===== src/rtl/mw_cook_timer.sv =====
// Microwave cooking controller: keypad MM:SS entry, BCD countdown, power-level duty cycling,
// door-interlock pause/resume and timed done beep. Optional quick-start via QUICK_START_EN.
module mw_cook_timer #(
    parameter int TICKS_PER_SEC = 100,
    parameter int DUTY_WINDOW   = 10,
    parameter int BEEP_SECS     = 3
`ifdef QUICK_START_EN
    ,
    parameter int QUICK_SECS    = 30
`endif
) (
    input  logic       clk,
    input  logic       clearn,
    input  logic       enablen,
    input  logic [9:0] keypad,
    input  logic       startn,
    input  logic       stopn,
    input  logic       door_closed,
    input  logic [3:0] power_level,
    output logic       mag_on,
    output logic       done_beep,
    output logic [6:0] sec_ones_segs,
    output logic [6:0] sec_tens_segs,
    output logic [6:0] min_ones_segs,
    output logic [6:0] min_tens_segs
);

    localparam int PRE_W    = (TICKS_PER_SEC > 1) ? $clog2(TICKS_PER_SEC) : 1;
    localparam int DUTY_W   = ($clog2(DUTY_WINDOW) > 4) ? $clog2(DUTY_WINDOW) : 4;
    localparam int BEEP_CYC = BEEP_SECS * TICKS_PER_SEC;
    localparam int BEEP_W   = (BEEP_CYC > 1) ? $clog2(BEEP_CYC) : 1;

`ifdef QUICK_START_EN
    localparam int QL_TOT = (QUICK_SECS > 5999) ? 5999 : QUICK_SECS;
    localparam int QL_MIN = QL_TOT / 60;
    localparam int QL_SEC = QL_TOT % 60;
`endif

    typedef enum logic [2:0] {
        S_IDLE,
        S_ENTRY,
        S_COOK,
        S_PAUSE,
        S_DONE
    } state_t;

    state_t              state_q, state_d;
    logic [3:0][3:0]     dig_q, dig_d;      // [3]=min_tens .. [0]=sec_ones
    logic [PRE_W-1:0]    presc_q, presc_d;
    logic [DUTY_W-1:0]   duty_q, duty_d;
    logic [BEEP_W-1:0]   beep_cnt_q, beep_cnt_d;
    logic [3:0]          power_q, power_d;
    logic                startn_q, startn_d;
    logic                stopn_q, stopn_d;
    logic [9:0]          key_prev_q, key_prev_d;
    logic                mag_on_q, mag_on_d;
    logic                done_beep_q, done_beep_d;

    logic                start_press, stop_press, key_event, tick, time_zero, dec_zero;
    logic [3:0]          key_val;
    logic [3:0][3:0]     dec;
    logic [PRE_W-1:0]    presc_adv;
    logic [DUTY_W-1:0]   duty_adv;
`ifdef QUICK_START_EN
    int                  add_total, add_min, add_sec;
`endif

    function automatic logic [6:0] seg7(input logic [3:0] d);
        case (d)
            4'd0:    seg7 = 7'b0111111;
            4'd1:    seg7 = 7'b0000110;
            4'd2:    seg7 = 7'b1011011;
            4'd3:    seg7 = 7'b1001111;
            4'd4:    seg7 = 7'b1100110;
            4'd5:    seg7 = 7'b1101101;
            4'd6:    seg7 = 7'b1111101;
            4'd7:    seg7 = 7'b0000111;
            4'd8:    seg7 = 7'b1111111;
            4'd9:    seg7 = 7'b1101111;
            default: seg7 = 7'b0000000;
        endcase
    endfunction

    // One-second decrement with BCD borrow; seconds above 59 count down unchanged.
    always_comb begin
        dec = dig_q;
        if (dig_q[0] != 4'd0) begin
            dec[0] = dig_q[0] - 4'd1;
        end else if (dig_q[1] != 4'd0) begin
            dec[0] = 4'd9;
            dec[1] = dig_q[1] - 4'd1;
        end else if (dig_q[2] != 4'd0 || dig_q[3] != 4'd0) begin
            dec[0] = 4'd9;
            dec[1] = 4'd5;
            if (dig_q[2] != 4'd0) begin
                dec[2] = dig_q[2] - 4'd1;
            end else begin
                dec[2] = 4'd9;
                dec[3] = dig_q[3] - 4'd1;
            end
        end
        dec_zero = (dec == '0);
    end

    always_comb begin
        key_val = 4'd0;
        for (int k = 0; k < 10; k++) begin
            if (keypad[k]) key_val = 4'(k);
        end
    end

    assign start_press = startn_q & ~startn;
    assign stop_press  = stopn_q & ~stopn;
    assign key_event   = ~enablen && $onehot(keypad) && (key_prev_q == '0);
    assign tick        = (presc_q == PRE_W'(TICKS_PER_SEC - 1));
    assign time_zero   = (dig_q == '0);
    assign presc_adv   = tick ? '0 : presc_q + 1'b1;
    assign duty_adv    = !tick ? duty_q :
                         (duty_q == DUTY_W'(DUTY_WINDOW - 1)) ? '0 : duty_q + 1'b1;

`ifdef QUICK_START_EN
    always_comb begin
        add_total = (int'(dig_q[3]) * 10 + int'(dig_q[2])) * 60
                  + int'(dig_q[1]) * 10 + int'(dig_q[0]) + QUICK_SECS - (tick ? 1 : 0);
        add_min   = add_total / 60;
        add_sec   = add_total % 60;
    end
`endif

    always_comb begin
        state_d     = state_q;
        dig_d       = dig_q;
        presc_d     = presc_q;
        duty_d      = duty_q;
        beep_cnt_d  = beep_cnt_q;
        power_d     = power_q;
        startn_d    = startn;
        stopn_d     = stopn;
        key_prev_d  = keypad;

        case (state_q)
            S_IDLE, S_ENTRY: begin
                if (start_press && !stop_press && door_closed && !time_zero) begin
                    power_d = (power_level == 4'd0 || power_level > 4'd10) ? 4'd10 : power_level;
                    presc_d = '0;
                    duty_d  = '0;
                    state_d = S_COOK;
`ifdef QUICK_START_EN
                end else if (start_press && !stop_press && door_closed && time_zero &&
                             state_q == S_IDLE) begin
                    dig_d   = {4'(QL_MIN / 10), 4'(QL_MIN % 10), 4'(QL_SEC / 10), 4'(QL_SEC % 10)};
                    power_d = 4'd10;
                    presc_d = '0;
                    duty_d  = '0;
                    state_d = S_COOK;
`endif
                end else if (key_event) begin
                    dig_d   = {dig_q[2], dig_q[1], dig_q[0], key_val};
                    state_d = S_ENTRY;
                end
            end
            S_COOK: begin
                // Door and stop both freeze the prescaler so resume picks up mid-second.
                if (!door_closed || stop_press) begin
                    state_d = S_PAUSE;
`ifdef QUICK_START_EN
                end else if (start_press) begin
                    presc_d = presc_adv;
                    duty_d  = duty_adv;
                    if (add_min > 99) begin
                        dig_d = {4'd9, 4'd9, 4'd5, 4'd9};
                    end else begin
                        dig_d = {4'(add_min / 10), 4'(add_min % 10),
                                 4'(add_sec / 10), 4'(add_sec % 10)};
                    end
`endif
                end else begin
                    presc_d = presc_adv;
                    duty_d  = duty_adv;
                    if (tick) begin
                        dig_d = dec;
                        if (dec_zero) begin
                            beep_cnt_d = '0;
                            state_d    = S_DONE;
                        end
                    end
                end
            end
            S_PAUSE: begin
                if (stop_press) begin
                    dig_d   = '0;
                    state_d = S_IDLE;
                end else if (start_press && door_closed) begin
                    state_d = S_COOK;
                end
            end
            S_DONE: begin
                if (stop_press || beep_cnt_q == BEEP_W'(BEEP_CYC - 1)) begin
                    dig_d   = '0;
                    state_d = S_IDLE;
                end else begin
                    beep_cnt_d = beep_cnt_q + 1'b1;
                end
            end
            default: begin
                dig_d   = '0;
                state_d = S_IDLE;
            end
        endcase

        mag_on_d    = (state_d == S_COOK) && (duty_d < DUTY_W'(power_d));
        done_beep_d = (state_d == S_DONE);
    end

    always_ff @(posedge clk) begin
        if (!clearn) begin
            state_q     <= S_IDLE;
            dig_q       <= '0;
            presc_q     <= '0;
            duty_q      <= '0;
            beep_cnt_q  <= '0;
            power_q     <= 4'd10;
            startn_q    <= 1'b1;
            stopn_q     <= 1'b1;
            key_prev_q  <= '0;
            mag_on_q    <= 1'b0;
            done_beep_q <= 1'b0;
        end else begin
            state_q     <= state_d;
            dig_q       <= dig_d;
            presc_q     <= presc_d;
            duty_q      <= duty_d;
            beep_cnt_q  <= beep_cnt_d;
            power_q     <= power_d;
            startn_q    <= startn_d;
            stopn_q     <= stopn_d;
            key_prev_q  <= key_prev_d;
            mag_on_q    <= mag_on_d;
            done_beep_q <= done_beep_d;
        end
    end

    logic [6:0] segs_w [4];

    genvar gi;
    generate
        for (gi = 0; gi < 4; gi++) begin : g_seg
            assign segs_w[gi] = seg7(dig_q[gi]);
        end
    endgenerate

    assign sec_ones_segs = segs_w[0];
    assign sec_tens_segs = segs_w[1];
    assign min_ones_segs = segs_w[2];
    assign min_tens_segs = segs_w[3];
    assign mag_on        = mag_on_q;
    assign done_beep     = done_beep_q;

endmodule


===== config.mk =====
export PLATFORM = sky130hd
export DESIGN_NAME = mw_cook_timer
export DESIGN_NICKNAME = d
export VERILOG_FILES = /design/src/rtl/mw_cook_timer.sv
export SDC_FILE = /design/constraint.sdc
export NUM_CORES = 1
export LEC_CHECK = 0
export BUFFER_PORTS_ARGS = -buffer_cell sky130_fd_sc_hd__buf_2
export CAP_MARGIN = 30
export CORE_ASPECT_RATIO = 0.75
export CORE_MARGIN = 10
export CORE_UTILIZATION = 55
export CTS_CLUSTER_SIZE = 14
export DETAILED_ROUTE_END_ITERATION = 12
export MAX_ROUTING_LAYER = met4
export PLACE_DENSITY = 0.75
export SLEW_MARGIN = 20
export SYNTH_ARGS = -nofsm -noshare
export SYNTH_HDL_FRONTEND = slang
export SYNTH_SLANG_ARGS = --single-unit

===== constraint.sdc =====
create_clock -name clk -period 10.6 [get_ports clk]
set_input_delay 1.06 -clock clk [delete_from_list [all_inputs] [get_ports clk]]
set_output_delay 1.06 -clock clk [all_outputs]
set_load 0.1 [all_outputs]

==> key figures, run 1 <==
Synthesis
  • Post-synthesis mux area share: 0.0407
  • Top cell type's share of synthesized area: 0.330
  • Synth area leaders: dfxtp_1, ha_1, nor2_1, mux2i_1, inv_1
  • Post-synthesis compound-gate area fraction: 0.207
  • Cells after Synth: 575
  • Post-synthesis xor/xnor area fraction: 0.0271
  • YS warnings: 0
  • Post-synth EDFFs: 0
  • Count leader, synth: dfxtp_1
  • Cell taking the most area after synthesis: dfxtp_1
  • Mapped Area: 5160 µm²
  • Cell variety after synth: 81
  • Async S/R FF share, synth: 0
  • Synthesized Nets: 638
  • Synthesized flop and latch total: 85
  • Syn avg cell area: 8.98 µm²
  • Main synth FF type: dfxtp_1
  • Commonest cells in the netlist: dfxtp_1, nor2_1, inv_1
  • Post-synthesis simple-gate area fraction: 0.224
  • Post-synthesis sequential area ratio: 0.330
  • Largest family of logic cells by synthesized area: simple AND/OR/NAND/NOR gates
  • Adder-Cell Fraction of Synth Area: 0.113

Finish
  • Post-Layout Cell Count: 750
  • Layout cells sized above 1: 0.170
  • Synthesis-to-layout area growth: 11.8%
  • Ant diodes: 0
  • Nets: 680

Route
  • WL per Instance: 17.7 µm
  • Routed via count: 4578
  • Detailed Routing Iterations Pass 1: 5
  • Drt total wl: 13.2 mm
  • Vias per Instance: 6.10
  • Routed Antenna Nets: 0
  • Initial DRC Count: 397
  • # DRC: 0

Clocking
  • CTS clk-pin slew, worst paths: 0.06 ns
  • Maximum root-to-sink buffer count: 2
  • CTS tree: done
  • Clock sinks: 85
  • TritonCTS buffer count: 9
  • Post-cts hold buffer count: 0
  • H-tree levels: 3
  • Worst-Skew Late Latency: 0.34 ns
  • Postcts setup bufs: 0
  • Clock root buffer: clkbuf_16
  • Gates resized, CTS repair: 0

Power
  • Pwr dens: 272 nW/µm²
  • Overall Power: 1.57 mW
  • Leak: 2.35 nW
  • Max IR drop VDD: 0.000213 V

Critical path
  • Setup crit start: keypad[0]
  • Setup CP Type: in2reg
  • WP data required: 10.83 ns
  • Crit end category: register
  • Crit path DAT: 6.19 ns
  • Startpoint types: input pin
  • Largest fanout on the critical path: 14
  • Worst reg2reg startpoint: dig_q[1]

GRT
  • Number of global-route vias before repair: 4481
  • Remaining global-route overflow: 0
  • First-pass GRT wire length: 22.1 mm
  • Tot GR Track Use: 0.195
  • Initial antenna violation count: 0
  • Largest net degree at the start of global routing: 34

Outcome
  • Run status: completed

Floorplan
  • Total die area: 13700 µm²
  • Die X-Extent: 132 µm
  • Core area: 9080 µm²
  • Ports: 50
  • Die Y: 104 µm
  • Initial Util: 0.568
  • Rows: 30

STA
  • Setup TNS: 0 ns
  • Tcrit/Tclk final: 0.562
  • Fmax achieved: 168 MHz
  • RSZ-0062 raised after global routing: no
  • Slew Viols, Final: 0
  • Fin crit period: 5.96 ns
  • Slew @ Worst Pin: 0.954 ns
  • Setup Viol. Count Final: 0
  • Rel. slew slack: 0.348
  • Clock Skew: 0.00342 ns
  • Hold Violations, Final: 0

Placed design
  • Placer Congestion: 0.976
  • Placed Cells: 731
  • DPL Wire Length: 9.72 mm
  • Buffers on Ports: 49

Job
  • Max-cap violations: 0

Worst hold path
  • Hold WC Path Type: reg2reg
  • Worst Hold Launch: presc_q[6]
==> logic make-up after synthesis <==
group / Yosys count
AOI/OAI and AO/OA: 142
muxes: 20
buffers and inverters: 66
and+or+nand+nor: 203
DFF: 85
adders and majority gates: 43
xor gates and xnor gates: 16
==> flip-flops by register name, summed over array words and instances, names as in the netlist, 3 cells and up <==
signal         count
dig_q             16
key_prev_q        10
beep_cnt_q         9
min_ones_segs      7
min_tens_segs      7
presc_q            7
sec_ones_segs      7
sec_tens_segs      7
duty_q             4
power_q            4
state_q            3
==> critical path, stage by stage <==
cell and delay, ns:
buf_2 0.12, fa_1 0.49, fa_1 0.54, inv_1 0.05, fa_1 0.43, inv_1 0.07, ha_1 0.16, inv_1 0.06
fa_1 0.48, nor4b_1 0.26, nand4_1 0.23, o21a_1 0.31, nor3_4 0.71, and3_1 0.31, or2_2 0.15, inv_1 0.09
ha_1 0.22, nand2b_1 0.15, a32o_1 0.29
==> routing by layer <==
layer,vias up,GRT usage,part of all wire
met5,-,-,0
met4,0,0.0650,0.015
met3,19,0.0478,0.080
met2,201,0.280,0.45
met1,2182,0.263,0.46
li1,2176,-,-
==> per-stage QoR <==
step / utilization / setup WS (ns) / hold slack [ns] / instance area (µm²)
after CTS: 0.633 / 4.66 / 0.492 / 5750
after floorplan: - / 5.18 / 0.451 / 5160
after detailed placement: 0.600 / 4.33 / 0.482 / 5450
after global routing: 0.635 / 4.41 / 0.538 / 5770
final: 0.635 / 4.64 / 0.498 / 5770
after global placement: 0.600 / 4.52 / 0.462 / 5450
==> cell type report <==
class                      count  area [µm²]
clock buffer                  10         229
clock inverter                 6        63.8
fill                         781        3310
inverter                      41         154
multi-input combinational    424        3160
sequential                    85        1700
tap                          128         160
timing repair buffer          56         300
==> power by group <==
group	leakage (nW)	internal, mW	switching [mW]
logic	1.52	0.247	0.610
registers	0.691	0.368	0.0358
clock network	0.138	0.182	0.126
total	2.35	0.798	0.772
==> cells in the final DEF, fill, tap and decap left out, drive strengths merged, types with 10 or more instances in the layout <==
cell,count
o21ai,28
clkbuf,12
o22ai,16
buf,54
xor2,10
dfxtp,85
inv,40
a21oi,13
nand4,22
nand3,12
nor3,11
and2,12
a31oi,11
nor2,46
mux2i,15
ha,37
nand2,34
nand2b,18
==> path summary, 6_finish.rpt <==
kind,to,slack [ns],cells past startpoint
max,min_tens_segs[4],4.64,19
min,presc_q[6],0.50,2
max reg2reg,min_tens_segs[4],6.35,12
min reg2reg,presc_q[6],0.50,2
No activity file was read; power rests on OpenSTA's default activity.
==> run 2, diff against run 1 <==
- clock period: 10.6 -> 5.7 ns (I/O delays scaled with it)
==> run 2 against run 1 <==
Compared with the run above: sequential cell count did not move; clock power rose by 88%; critical path depth fell by 1; clock skew rose by 0.0062 ns; setup slack got worse by 4.0 ns; power rose by 87%; via count fell by 2.1%; die area did not move; count of clock-buffer cells in the layout rose by 1; first-iteration DRC count fell by 9.8%; final area rose by 0.37%; register-to-register slack got worse by 4.8 ns; highest routed layer unchanged.
==> key figures, run 2 (synthesis results as in run 1) <==
Floorplan
  • Initial Util: 0.568 (unchanged)
  • Total die area: 13700 µm² (unchanged)
  • Die Y: 104 µm (unchanged)
  • Core area: 9080 µm² (unchanged)
  • Ports: 50 (unchanged)
  • Die X-Extent: 132 µm (unchanged)
  • Rows: 30 (unchanged)

GRT
  • Tot GR Track Use: 0.185 (-0.0107)
  • First-pass GRT wire length: 20.9 mm (-5.3%)
  • Remaining global-route overflow: 0 (unchanged)
  • Largest net degree at the start of global routing: 34 (unchanged)
  • Number of global-route vias before repair: 4144 (-7.5%)
  • Initial antenna violation count: 0 (unchanged)

Critical path
  • Setup CP Type: in2reg
  • Crit path DAT: 5.28 ns (-0.91 ns)
  • Critical path cell sequence: buf_2 > fa_1 > fa_1 > inv_1 > fa_1 > inv_1 > ha_1 > inv_1 > fa_1 > nor4b_1 > nand4_1 > o21ai_0 > nand3_2 > a211oi_1 > inv_1 > ha_1 > nor2_1 > o22ai_1
  • WP data required: 5.90 ns (-4.93 ns)
  • CP max stage cell: a211oi_1
  • Max incr delay on CP: 0.65 ns (-0.06 ns)
  • Startpoint types: input pin
  • Largest fanout on the critical path: 5 (-9)
  • R2R cell count: 11 (-1)
  • Crit end category: register
  • R2R Setup Slk: 1.60 ns (-4.75 ns)

Outcome
  • Run status: completed

STA
  • Hold Violations, Final: 0 (unchanged)
  • Slew Viols, Final: 0 (unchanged)
  • Clock Skew: 0.00966 ns (+0.00624 ns)
  • Rel. slew slack: 0.392 (+0.0450)
  • Fin crit period: 5.09 ns
  • Fmax achieved: 197 MHz
  • Tcrit/Tclk final: 0.892
  • Fin worst setup slack: 0.614 ns (-4.03 ns)
  • Slew @ Worst Pin: 0.909 ns (-0.0448 ns)
  • Setup TNS: 0 ns (unchanged)
  • Setup Viol. Count Final: 0 (unchanged)
  • RSZ-0062 raised after global routing: no
  • Hold slack: 0.435 ns (-0.0628 ns)

Finish
  • Fillers: 773 (-1.0%)
  • Area occupied by multi-input gates: 3160 µm² (unchanged)
  • Nets: 684 (+0.59%)
  • Fin util: 0.638 (+0.00234)
  • Ant diodes: 0 (unchanged)
  • Commonest non-fill, non-tap cell in the layout: dfxtp_1
  • Number of flip-flops in the largest register: 16 (unchanged)
  • Largest reg by FF count: dig_q
  • Seq. cell area: 1700 µm² (unchanged)
  • Largest registers: dig_q x16, key_prev_q x10, beep_cnt_q x9
  • Synthesis-to-layout area growth: 12.2%
  • Commonest cells after routing, fill and taps aside: dfxtp_1, buf_2, nor2_1
  • Layout cells sized above 1: 0.174 (+0.00398)

Route
  • Drt total wl: 12.7 mm (-3.9%)
  • Vias per Instance: 5.95 (-2.5%)
  • Detailed Routing Iterations Pass 1: 5 (unchanged)
  • Initial DRC Count: 358 (-9.8%)
  • Routed Antenna Nets: 0 (unchanged)
  • Routed via count: 4483 (-2.1%)
  • WL per Instance: 16.9 µm (-4.3%)
  • # DRC: 0 (unchanged)

Clocking
  • Postcts setup bufs: 0 (unchanged)
  • Maximum root-to-sink buffer count: 2 (unchanged)
  • Clock root buffer: clkbuf_16
  • Post-cts hold buffer count: 0 (unchanged)
  • Clock sinks: 85 (unchanged)
  • TritonCTS buffer count: 9 (unchanged)
  • CTS tree: done
  • Gates resized, CTS repair: 0 (unchanged)
  • H-tree levels: 3 (unchanged)
  • CTS clk-pin slew, worst paths: 0.06 ns (about the same)
  • Worst-Skew Late Latency: 0.34 ns (about the same)

Placed design
  • Pre-CTS setup slack: 0.371 ns (-3.96 ns)
  • Placer Congestion: 1.01 (+3.6%)
  • Buffers on Ports: 49 (unchanged)
  • DPL Wire Length: 9.28 mm (-4.5%)

Power
  • Leak: 2.38 nW (+1.1%)
  • Max IR drop VDD: 0.000372 V (+75%)
  • Pwr dens: 507 nW/µm² (+86%)
  • Overall Power: 2.94 mW (+87%)

Job
  • Max-cap violations: 0 (unchanged)

Worst hold path
  • Hold WC Path Type: in2reg
  • Hold Path Cell Cnt: 2 (unchanged)
==> run 2: metrics by stage <==
step / area [µm²] / std cells
2_1_floorplan: 5160 / 575
3_3_place_gp: 5490 / 736
3_5_place_dp: 5500 / 737
4_1_cts: 5790 / 752
5_1_grt: 5790 / 753
6_report: 5790 / 753
==> run 2: cell type report <==
type,count,area share
timing repair buffer,60,0.0557
sequential,85,0.294
clock inverter,4,0.00842
multi-input combinational,424,0.546
inverter,41,0.0266
tap,128,0.0276
clock buffer,11,0.0419
==> run 2: worst paths after layout <==
check	from	end
hold reg to reg	power_q[0]	power_q[0]
hold / removal	startn	startn_q
setup reg to reg	dig_q[1]	sec_ones_segs[1]
setup / recovery	keypad[0]	sec_ones_segs[1]
==> run 2: critical path: cells and delay by family <==
kind | cells | cell delay, ns
AND/OR/NAND/NOR | 4 | 0.73
buffers and inverters | 5 | 0.48
adder cells (fa/ha/maj) | 6 | 2.41
AO/OA/AOI/OAI | 3 | 1.08
==> run 2: report_power, final <==
group / switching, mW / internal, mW
combinational: 1.14 / 0.465
sequential: 0.0669 / 0.685
clock: 0.231 / 0.348
total: 1.44 / 1.50
==> run 2: per-layer routing <==
layer  global-route usage  part of all wire
met1                0.257              0.48
met2                0.256              0.42
met3               0.0473             0.081
met4               0.0523             0.016
met5                    -                 0
==> run 3, diff against run 2 <==
- clock period: 5.7 -> 6.05 ns (I/O delays scaled with it)
==> run 3 against run 2 <==
Compared with the run above: clock skew shrank 0.0026 ns; sequential share of layout area decreased by 0.21 points; wire length up 2.5%; sequential cell count unchanged; register-to-register slack better by 0.28 ns; utilization rose by 0.45 points; non-clock buffer count decreased by 2; power shrank 2.7%; first-iteration DRC count is 0.28% higher.
==> key figures, run 3 (synthesis results as in run 1) <==
Finish
  • Fillers: 761 (-1.6%)
  • Ant diodes: 0 (unchanged)
  • Layout cells sized above 1: 0.173 (-0.00105)
  • Synthesis-to-layout area growth: 13.0%
  • Commonest non-fill, non-tap cell in the layout: dfxtp_1
  • Seq. cell area: 1700 µm² (unchanged)
  • Nets: 682 (-0.29%)
  • Commonest cells after routing, fill and taps aside: dfxtp_1, buf_2, nor2_1
  • Area occupied by multi-input gates: 3160 µm² (unchanged)
  • Largest registers: dig_q x16, key_prev_q x10, beep_cnt_q x9
  • Largest reg by FF count: dig_q
  • Number of flip-flops in the largest register: 16 (unchanged)

GRT
  • Tot GR Track Use: 0.189 (+0.00427)
  • Remaining global-route overflow: 0 (unchanged)
  • Initial antenna violation count: 0 (unchanged)
  • First-pass GRT wire length: 21.2 mm (+1.6%)
  • Number of global-route vias before repair: 4237 (+2.2%)
  • Largest net degree at the start of global routing: 34 (unchanged)

Worst hold path
  • Hold WC Path Type: in2reg
  • Worst Hold Launch: stopn

Clocking
  • CTS tree: done
  • Clock root buffer: clkbuf_16
  • Maximum root-to-sink buffer count: 2 (unchanged)
  • Clock sinks: 85 (unchanged)
  • Worst-Skew Late Latency: 0.35 ns (about the same)
  • Gates resized, CTS repair: 0 (unchanged)
  • TritonCTS buffer count: 9 (unchanged)
  • Postcts setup bufs: 0 (unchanged)
  • Post-cts hold buffer count: 0 (unchanged)
  • CTS clk-pin slew, worst paths: 0.06 ns (about the same)
  • H-tree levels: 3 (unchanged)

Critical path
  • R2R Setup Slk: 1.88 ns (+0.28 ns)
  • Crit path DAT: 5.50 ns (+0.22 ns)
  • Setup CP Type: in2reg
  • R2R cell count: 12 (+1)
  • WP data required: 6.26 ns (+0.36 ns)
  • Startpoint types: input pin
  • Largest fanout on the critical path: 8 (+3)
  • Crit end category: register
  • Worst reg2reg endpoint: sec_ones_segs[3]
  • Worst setup path endpoint: sec_ones_segs[3]
  • Worst reg2reg startpoint: dig_q[1]
  • Setup crit start: keypad[5]

Job
  • Max-cap violations: 0 (unchanged)

STA
  • Setup TNS: 0 ns (unchanged)
  • Clock Skew: 0.00704 ns (-0.00262 ns)
  • Hold Violations, Final: 0 (unchanged)
  • Tcrit/Tclk final: 0.874
  • Slew Viols, Final: 0 (unchanged)
  • Fmax achieved: 189 MHz
  • Slew @ Worst Pin: 0.940 ns (+0.0305 ns)
  • Setup Viol. Count Final: 0 (unchanged)
  • Fin crit period: 5.29 ns
  • Rel. slew slack: 0.372 (-0.0204)
  • RSZ-0062 raised after global routing: no

Route
  • Detailed Routing Iterations Pass 1: 7 (+2)
  • Initial DRC Count: 359 (+0.28%)
  • # DRC: 0 (unchanged)
  • Drt total wl: 13.1 mm (+2.5%)
  • Routed via count: 4541 (+1.3%)
  • Routed Antenna Nets: 0 (unchanged)
  • Vias per Instance: 6.05 (+1.6%)
  • WL per Instance: 17.4 µm (+2.8%)

Power
  • Max IR drop VDD: 0.000285 V (-24%)
  • Pwr dens: 490 nW/µm² (-3.4%)
  • Overall Power: 2.86 mW (-2.7%)
  • Leak: 2.39 nW (+0.62%)

Floorplan
  • Total die area: 13700 µm² (unchanged)
  • Ports: 50 (unchanged)
  • Die X-Extent: 132 µm (unchanged)
  • Die Y: 104 µm (unchanged)
  • Initial Util: 0.568 (unchanged)
  • Rows: 30 (unchanged)
  • Core area: 9080 µm² (unchanged)

Placed design
  • Buffers on Ports: 49 (unchanged)
  • DPL Wire Length: 9.52 mm (+2.6%)
  • Placer Congestion: 0.937 (-7.3%)

Outcome
  • Run status: completed
## run 3: cell types whose count changed in the layout (fill, tap and decap cells not counted)
cell       previous run  this run
clkbuf_2              1         0
clkbuf_1              1         0
buf_4                 9         7
bufinv_16             1         3
clkinv_2              2         1
clkbuf_8              1         2
buf_2                50        51
clkinv_4              1         0
## run 3: how the worst min path moves through the flow
stage | slack (ns) | cells after the start | endpoint
2_1_floorplan | 0.45 | 2 | power_q[0]
3_3_place_gp | 0.47 | 2 | power_q[0]
3_5_place_dp | 0.48 | 2 | presc_q[6]
4_1_cts | 0.47 | 2 | stopn_q
5_1_grt | 0.47 | 2 | stopn_q
6_report | 0.48 | 2 | stopn_q
## run 3: power breakdown
group	internal (mW)	total, mW	leakage [nW]	switching, mW
combinational	0.436	1.50	1.53	1.07
clock	0.423	0.645	0.172	0.222
sequential	0.645	0.709	0.691	0.0640
total	1.50	2.86	2.39	1.35
## run 3: metal layers
layer,global-route usage,up-vias,part of all wire
met4,0.0594,0,0.016
li1,-,2175,-
met2,0.274,192,0.43
met1,0.247,2153,0.48
met3,0.0545,21,0.081
met5,-,-,0
## run 3: layout make-up
cell class | instances | area share
sequential | 85 | 0.292
tap | 128 | 0.0275
inverter | 41 | 0.0264
clock inverter | 4 | 0.0163
timing repair buffer | 58 | 0.0528
multi-input combinational | 424 | 0.542
clock buffer | 11 | 0.0433
## run 3: metrics by stage
stage / util / hold slack, ns / cell area [µm²] / cells / setup slack [ns]
global route: 0.642 / 0.470 / 5830 / 751 / 0.430
CTS: 0.642 / 0.468 / 5830 / 751 / 0.857
floorplan: - / 0.451 / 5160 / 575 / 1.08
global placement: 0.603 / 0.469 / 5480 / 734 / 0.683
finish: 0.642 / 0.476 / 5830 / 751 / 0.763
detailed placement: 0.604 / 0.479 / 5490 / 736 / 0.533
## run 3: worst max-delay path, stage by stage
cell and delay [ns]:
buf_2 0.14, fa_1 0.49, fa_1 0.50, inv_1 0.06, fa_1 0.43, inv_1 0.07
ha_1 0.15, inv_1 0.06, fa_1 0.47, nor4b_1 0.24, nand4_1 0.22, o21ai_0 0.39
nand3_2 0.24, a211oi_1 0.65, inv_1 0.20, ha_1 0.35, inv_1 0.04, nor2_1 0.09
o21ai_1 0.08
